### config.mk
export PLATFORM = sky130hd
export DESIGN_NAME = pwm_capture_flat
export DESIGN_NICKNAME = d
export VERILOG_FILES = /design/src/rtl/pwm_pkg.sv /design/src/rtl/pwm_capture_if.sv /design/src/rtl/pwm_sync.sv /design/src/rtl/pwm_capture.sv /design/src/flat_wrapper.sv
export SDC_FILE = /design/constraint.sdc
export NUM_CORES = 1
export LEC_CHECK = 0
export CAP_MARGIN = 25
export CORE_MARGIN = 3
export CORE_UTILIZATION = 45
export CTS_BUF_LIST = sky130_fd_sc_hd__clkbuf_4 sky130_fd_sc_hd__clkbuf_8
export CTS_CLUSTER_SIZE = 8
export DETAILED_ROUTE_END_ITERATION = 12
export PLACE_DENSITY = 0.62
export SLEW_MARGIN = 15
export SYNTH_ARGS = -nofsm -noshare
export SYNTH_HDL_FRONTEND = slang
export SYNTH_SLANG_ARGS = --single-unit
### constraint.sdc
create_clock -name clk -period 8 [get_ports clk]
set_input_delay 1.2 -clock clk [delete_from_list [all_inputs] [get_ports clk]]
set_output_delay 1.2 -clock clk [all_outputs]
set_load 0.01 [all_outputs]
### src/rtl/pwm_pkg.sv
// Shared definitions for the PWM link: duty scale and the measurement state encoding.
package pwm_pkg;

   localparam int DUTY_STEPS = 8;
   localparam int DUTY_W     = 4;

   typedef enum logic [1:0] {
      ST_IDLE    = 2'd0,
      ST_MEASURE = 2'd1,
      ST_STUCK   = 2'd2
   } pwm_state_e;

endpackage

### src/rtl/pwm_capture_if.sv
// Result bus of the PWM capture block: measured period/high time, duty and status.
interface pwm_capture_if #(
   parameter int CNT_W = 16
);
   import pwm_pkg::*;

   logic [CNT_W-1:0]  period_cnt;
   logic [CNT_W-1:0]  high_cnt;
   logic [DUTY_W-1:0] duty8;
   logic              meas_valid;
   logic              stuck;

   modport master (
      output period_cnt, high_cnt, duty8, meas_valid, stuck
   );

   modport slave (
      input period_cnt, high_cnt, duty8, meas_valid, stuck
   );

endinterface

### src/rtl/pwm_sync.sv
// Synchroniser for the asynchronous PWM input plus a one-cycle delayed copy for edge detection.
module pwm_sync #(
   parameter int SYNC_STAGES = 2
) (
   input  logic clk,
   input  logic rst,
   input  logic din,
   output logic s,
   output logic rise
);

   logic [SYNC_STAGES-1:0] chain_q, chain_d;
   logic                   s_dly_q, s_dly_d;

   // Shift the input through the chain; the delayed copy follows the last stage.
   always_comb begin
      chain_d = {chain_q[SYNC_STAGES-2:0], din};
      s_dly_d = chain_q[SYNC_STAGES-1];
   end

   // Synchroniser registers, cleared by reset or soft clear.
   always_ff @(posedge clk) begin
      if (rst) begin
         chain_q <= '0;
         s_dly_q <= 1'b0;
      end else begin
         chain_q <= chain_d;
         s_dly_q <= s_dly_d;
      end
   end

   assign s    = chain_q[SYNC_STAGES-1];
   assign rise = s & ~s_dly_q;

endmodule

### src/rtl/pwm_capture.sv
// PWM capture: measures period, high time and duty (eighths) of an asynchronous PWM input,
// and reports a stuck input after TIMEOUT cycles without a rising edge.
module pwm_capture
   import pwm_pkg::*;
#(
   parameter int CNT_W       = 16,
   parameter int TIMEOUT     = 65535,
   parameter int SYNC_STAGES = 2
) (
   input  logic              clk,
   input  logic              rst,
   input  logic              clr,
   input  logic              en,
   input  logic              pwm_in,
   pwm_capture_if.master     res
);

   localparam logic [CNT_W-1:0] TMO   = CNT_W'(TIMEOUT);
   localparam logic [CNT_W-1:0] ONE   = CNT_W'(1);
   localparam int               CMP_W = CNT_W + 5;

   // Count k in 1..8 with 16*h >= (2k-1)*p: round-half-up of 8*h/p without a divider.
   function automatic logic [DUTY_W-1:0] duty_eighths(input logic [CNT_W-1:0] h,
                                                       input logic [CNT_W-1:0] p);
      logic [CMP_W-1:0]  h16;
      logic [CMP_W-1:0]  pk;
      logic [DUTY_W-1:0] n;
      n   = '0;
      h16 = CMP_W'({h, 4'b0000});
      for (int k = 1; k <= DUTY_STEPS; k++) begin
         pk = CMP_W'(p) * CMP_W'(2 * k - 1);
         if (h16 >= pk) n = n + DUTY_W'(1);
      end
      return n;
   endfunction

   logic sync_rst;
   logic s;
   logic rise;

   assign sync_rst = rst | clr;

   pwm_sync #(
      .SYNC_STAGES (SYNC_STAGES)
   ) u_sync (
      .clk  (clk),
      .rst  (sync_rst),
      .din  (pwm_in),
      .s    (s),
      .rise (rise)
   );

   pwm_state_e        state_q,  state_d;
   logic [CNT_W-1:0]  pctr_q,   pctr_d;
   logic [CNT_W-1:0]  hctr_q,   hctr_d;
   logic [CNT_W-1:0]  period_q, period_d;
   logic [CNT_W-1:0]  high_q,   high_d;
   logic [DUTY_W-1:0] duty_q,   duty_d;
   logic              valid_q,  valid_d;
   logic              stuck_q,  stuck_d;

   // Next state: counting, measurement on rise, timeout detection; rise wins over timeout.
   always_comb begin
      state_d  = state_q;
      pctr_d   = pctr_q;
      hctr_d   = hctr_q;
      period_d = period_q;
      high_d   = high_q;
      duty_d   = duty_q;
      stuck_d  = stuck_q;
      valid_d  = 1'b0;

      if (!en) begin
         state_d = ST_IDLE;
      end else begin
         if (pctr_q != TMO) pctr_d = pctr_q + ONE;
         if (state_q == ST_MEASURE) hctr_d = hctr_q + CNT_W'(s);

         if (rise) begin
            if (state_q == ST_MEASURE) begin
               period_d = pctr_q;
               high_d   = hctr_q;
               duty_d   = duty_eighths(hctr_q, pctr_q);
               stuck_d  = 1'b0;
               valid_d  = 1'b1;
            end
            pctr_d  = ONE;
            hctr_d  = ONE;
            state_d = ST_MEASURE;
         end else if ((state_q != ST_STUCK) && (pctr_q == TMO)) begin
            // Hold hctr so it can never run past the saturated period counter.
            hctr_d   = hctr_q;
            period_d = '0;
            high_d   = '0;
            duty_d   = s ? DUTY_W'(DUTY_STEPS) : '0;
            stuck_d  = 1'b1;
            valid_d  = 1'b1;
            state_d  = ST_STUCK;
         end
      end
   end

   // State, counters and output registers; reset and soft clear return everything to zero.
   always_ff @(posedge clk) begin
      if (rst || clr) begin
         state_q  <= ST_IDLE;
         pctr_q   <= '0;
         hctr_q   <= '0;
         period_q <= '0;
         high_q   <= '0;
         duty_q   <= '0;
         valid_q  <= 1'b0;
         stuck_q  <= 1'b0;
      end else begin
         state_q  <= state_d;
         pctr_q   <= pctr_d;
         hctr_q   <= hctr_d;
         period_q <= period_d;
         high_q   <= high_d;
         duty_q   <= duty_d;
         valid_q  <= valid_d;
         stuck_q  <= stuck_d;
      end
   end

   assign res.period_cnt = period_q;
   assign res.high_cnt   = high_q;
   assign res.duty8      = duty_q;
   assign res.meas_valid = valid_q;
   assign res.stuck      = stuck_q;

endmodule

### src/flat_wrapper.sv
// flat-port wrapper written by rule: the top's interface ports become plain ports
module pwm_capture_flat import pwm_pkg::*;
#(
   parameter int CNT_W       = 16,
   parameter int TIMEOUT     = 65535,
   parameter int SYNC_STAGES = 2
)
  (clk, rst, clr, en, pwm_in, res_period_cnt, res_high_cnt, res_duty8, res_meas_valid, res_stuck);
  pwm_capture_if #(.CNT_W(CNT_W)) res_i ();
  input  logic clk;
  input  logic rst;
  input  logic clr;
  input  logic en;
  input  logic pwm_in;
  output wire logic [$bits(res_i.period_cnt)-1:0] res_period_cnt;
  output wire logic [$bits(res_i.high_cnt)-1:0] res_high_cnt;
  output wire logic [$bits(res_i.duty8)-1:0] res_duty8;
  output wire logic [$bits(res_i.meas_valid)-1:0] res_meas_valid;
  output wire logic [$bits(res_i.stuck)-1:0] res_stuck;
  assign res_period_cnt = res_i.period_cnt;
  assign res_high_cnt = res_i.high_cnt;
  assign res_duty8 = res_i.duty8;
  assign res_meas_valid = res_i.meas_valid;
  assign res_stuck = res_i.stuck;
  pwm_capture #(.CNT_W(CNT_W), .TIMEOUT(TIMEOUT), .SYNC_STAGES(SYNC_STAGES)) u_core (.clk(clk), .rst(rst), .clr(clr), .en(en), .pwm_in(pwm_in), .res(res_i));
endmodule
==> impl_metrics.toml <==
[min_path]
hold_path_depth = 1
hold_path.class = "flop to flop"
hold_path_end = "u_core.u_sync.chain_q[1]"
min-delay-start = "u_core.u_sync.chain_q[0]"

[sta]
timing.slew.headroom = 0.4475
setup_total_negative_slack_ns = 0
setup_slack_ns = 0.7076
finalHoldViolCount = 0
rsz0062_at_grt = "no"
final.min_clock_period_ns = 7.292
setup_viol = 0
tightest_slew_ns = 0.8251
post_route_fraction_of_the_period_consumed_by_the_critical_path = 0.9116
timing.fmax_ghz = 0.1371
skew_ns = 0.008658
slew_viol_final = 0

[detailed_routing]
avgViaCountPerCell = 5.466
vias = 9811
drt_iter0_markers = 585
drt-total-wl_mm = 30.09
drt-wirelength-per-cell_um = 16.76
drc = 0
antenna_violating_nets_post_route = 0
drt_pass1_iterations = 5

[cells_and_area]
layout-drive-gt1-share = 0.04795
post-route-cell-area_um2 = 13230
layout.filler_cells = 2517
final_nets = 1807
antenna_cells = 0
final-seq-area_um2 = 1503
multi_input_area_um2 = 9938
area_growth_pct = 9.544

[yosys]
sequential_cell_area_fraction_in_the_yosys_report = 0.1244
post_synth_instance_area_um2 = 12070
post_synth_inst_count = 1396
post_synth_edffs = 0
post_synth.cell_area_avg_um2 = 8.649
synth_cell_types = 67
netlist.area_leader.share = 0.2829
synth_area_leader_cell = "ha_1"
synthTopCellsByArea = "ha_1 (28%), dfxtp_1 (12%), fa_1 (12%)"
async_flop_share = 0
synth_flop_cell = "dfxtp_1"
synth-seq-cells = 75
synthesis.nets = 1748
ys.warnings.count = 0

[setup_path]
critical_path_peak_fanout = 9
timing_worst_setup_path_type = "flop to flop"
slowest_stage = "dfxtp_1"
setup.worst_path.end_class = "flop"
endpoint_arrival_time_on_the_critical_path_ns = 7.61
cp_top_family = "compound AO/OA/AOI/OAI gates"
critical_path_required_ns = 8.32
reg2reg_depth = 34
ff2ff_setup_slack_ns = 0.71
worst_setup_path_start_kind = "flop"
cp_num_buf_inv = 3
regToRegEndpoint = "u_core.res.duty8[2]"
regToRegStartpoint = "u_core.pctr_q[2]"
critPathMostFrequentCell = "ha_1"
max_stage_delay_ns = 0.43

[power]
pwr-share-comb = 0.250
switching_share = 0.3191
leakage_nw = 6.211
internal_power_mw = 0.6181
power.share.sequential = 0.413
power_after_layout_mw = 0.9078
power.ir.vdd_worst_mv = 0.1173
clock_power_share = 0.337
power_density_nw_per_um2 = 68.63
power_switching_mw = 0.2896

[floorplanning]
die_width_um = 169.8
die-height_um = 169.8
ioPinCount = 43
std_cell_rows = 59
floorplan.initialDensity = 0.4607
fp.coreArea_um2 = 26210
floorplan.die_area_um2 = 28830

[clock_network]
numClockSinks = 75
worst_skew_pair.late_latency_ns = 0.37
cts_tree = "built"
ctsLongestPathBuffers = 2
cts-buffers-inserted = 9
cts.root.buffer_cell = "clkbuf_8"
h_tree_lvls = 3
clk_pin_slew_ns = 0.08

[grt]
global_route.usage.total = 0.2143
globalRoute.totalOverflow = 0
antenna_found_initial = 0
grt_first_pass_wirelength_mm = 49.97
maximum_number_of_pins_on_one_net_before_global_route_repair = 42
first_global_vias = 9512

[placement]
dpl_cell_area_um2 = 13020
globalplace.congestion = 0.8689
port_buffers = 42
hpwl_mm = 24.78
dp_worst_setup_slack_ns = 0.5300

[outcome]
result_of_the_run = "finished, final reports clean"

[flow_run]
max-cap-violations = 0
## cells by family after synthesis
logic type | after synthesis | share of synthesized area
AND/OR/NAND/NOR | 338 | 0.1371
flip-flops | 75 | 0.1244
adder cells (fa/ha/maj) | 347 | 0.4056
multiplexers | 4 | 0.003316
AO/OA/AOI/OAI | 337 | 0.1833
buffers and inverters | 169 | 0.05306
XOR/XNOR | 126 | 0.09326
## worst max path at each step
| stage | from | endpoint | cells after the start |
|---|---|---|---|
| global route | u_core.pctr_q[2] | u_core.res.duty8[2] | 36 |
| detailed placement | u_core.pctr_q[1] | u_core.res.duty8[2] | 33 |
| global placement | u_core.pctr_q[1] | u_core.res.duty8[2] | 33 |
| CTS | u_core.pctr_q[1] | u_core.res.duty8[2] | 33 |
| floorplan | u_core.pctr_q[3] | u_core.res.duty8[2] | 33 |
| finish | u_core.pctr_q[2] | u_core.res.duty8[2] | 34 |
## sequential cells by signal, summed over array words and instances (netlist names)
name,count
u_core.res.high_cnt,16
u_core.res.meas_valid,1
u_core.res.duty8,4
u_core.u_sync.chain_q,2
u_core.pctr_q,16
u_core.res.period_cnt,16
u_core.hctr_q,16
u_core.state_q,2
u_core.res.stuck,1
u_core.u_sync.s_dly_q,1
## Yosys cell counts, types with 9 or more instances
| master | n |
|---|---|
| dfxtp_1 | 75 |
| nor2b_1 | 17 |
| xor2_1 | 42 |
| fa_1 | 74 |
| xnor2_1 | 82 |
| nand2b_1 | 23 |
| nand2_1 | 64 |
| o31ai_1 | 9 |
| o21bai_1 | 19 |
| or2_2 | 10 |
| or3_1 | 11 |
| o21ai_0 | 53 |
| nand3_1 | 41 |
| a21oi_1 | 109 |
| nand4_1 | 18 |
| nor3_1 | 22 |
| a22oi_1 | 33 |
| nor2_1 | 102 |
| a31oi_1 | 11 |
| clkbuf_1 | 15 |
| ha_1 | 273 |
| o21a_1 | 11 |
| a211oi_1 | 11 |
| a21o_1 | 25 |
| inv_1 | 150 |
## layout make-up
type                       instances  area share
clock buffer                      10    0.009933
timing repair buffer              65     0.04484
inverter                         152     0.04352
multi-input combinational       1152      0.7514
sequential                        75      0.1136
tap                              335     0.03169
clock inverter                     6    0.005014
## power groups by stage
stage / Clock (mW) / Sequential, mW / Combinational, mW
finish: 0.306 / 0.375 / 0.227
global route: 0.330 / 0.375 / 0.259
CTS: 0.312 / 0.375 / 0.229
detailed placement: 0 / 0.384 / 0.227
global placement: 0 / 0.384 / 0.224
floorplan: 0 / 0.383 / 0.181
## cell usage in the layout (no fill, tap or decap), types with 18 or more instances in the layout
cell and instances:
xor2_1 42, ha_1 273, nand4_1 18, fa_1 74
o21bai_1 19, nor3_1 22, nand2b_1 23, buf_4 23
nor2_1 102, nand2_1 64, a21o_1 25, xnor2_1 82
a21oi_1 109, dfxtp_1 74, inv_1 150, clkdlybuf4s50_1 42
a22oi_1 33, o21ai_0 52, nand3_1 41
## worst register-to-register path: cells and delay by family, from the launching register on
family          cells  cell delay (ns)
xor+xnor            3             0.41
buf+inv             3             0.38
flops               1             0.43
mux                 1             0.28
compound gates     14             2.88
fa+ha+maj           7             1.97
simple gates        6             0.89
## per-layer routing
| layer | global-route usage | up-vias | wire length [um] |
|---|---|---|---|
| met2 | 0.3429 | 137 | 13380 |
| met5 | 0 | - | 0 |
| li1 | - | 5062 | - |
| met4 | 0.05192 | 0 | 634 |
| met3 | 0.02329 | 31 | 778 |
| met1 | 0.3102 | 4581 | 15290 |
## through the flow
step	instances	util	hold slack, ns
after floorplan	1396	-	0.4057
after global placement	1779	0.4969	0.4096
after detailed placement	1779	0.4969	0.4113
after CTS	1795	0.5044	0.4248
after global routing	1795	0.5047	0.4636
final	1795	0.5047	0.4303
## timing repair
item                       4_1_cts  5_1_grt
setup endpoints to repair        0        2
resized for setup                0        4
hold buffers                     0        0
hold endpoints to repair         0        0
setup buffers                    0        0
(Power assumes the default switching activity.)
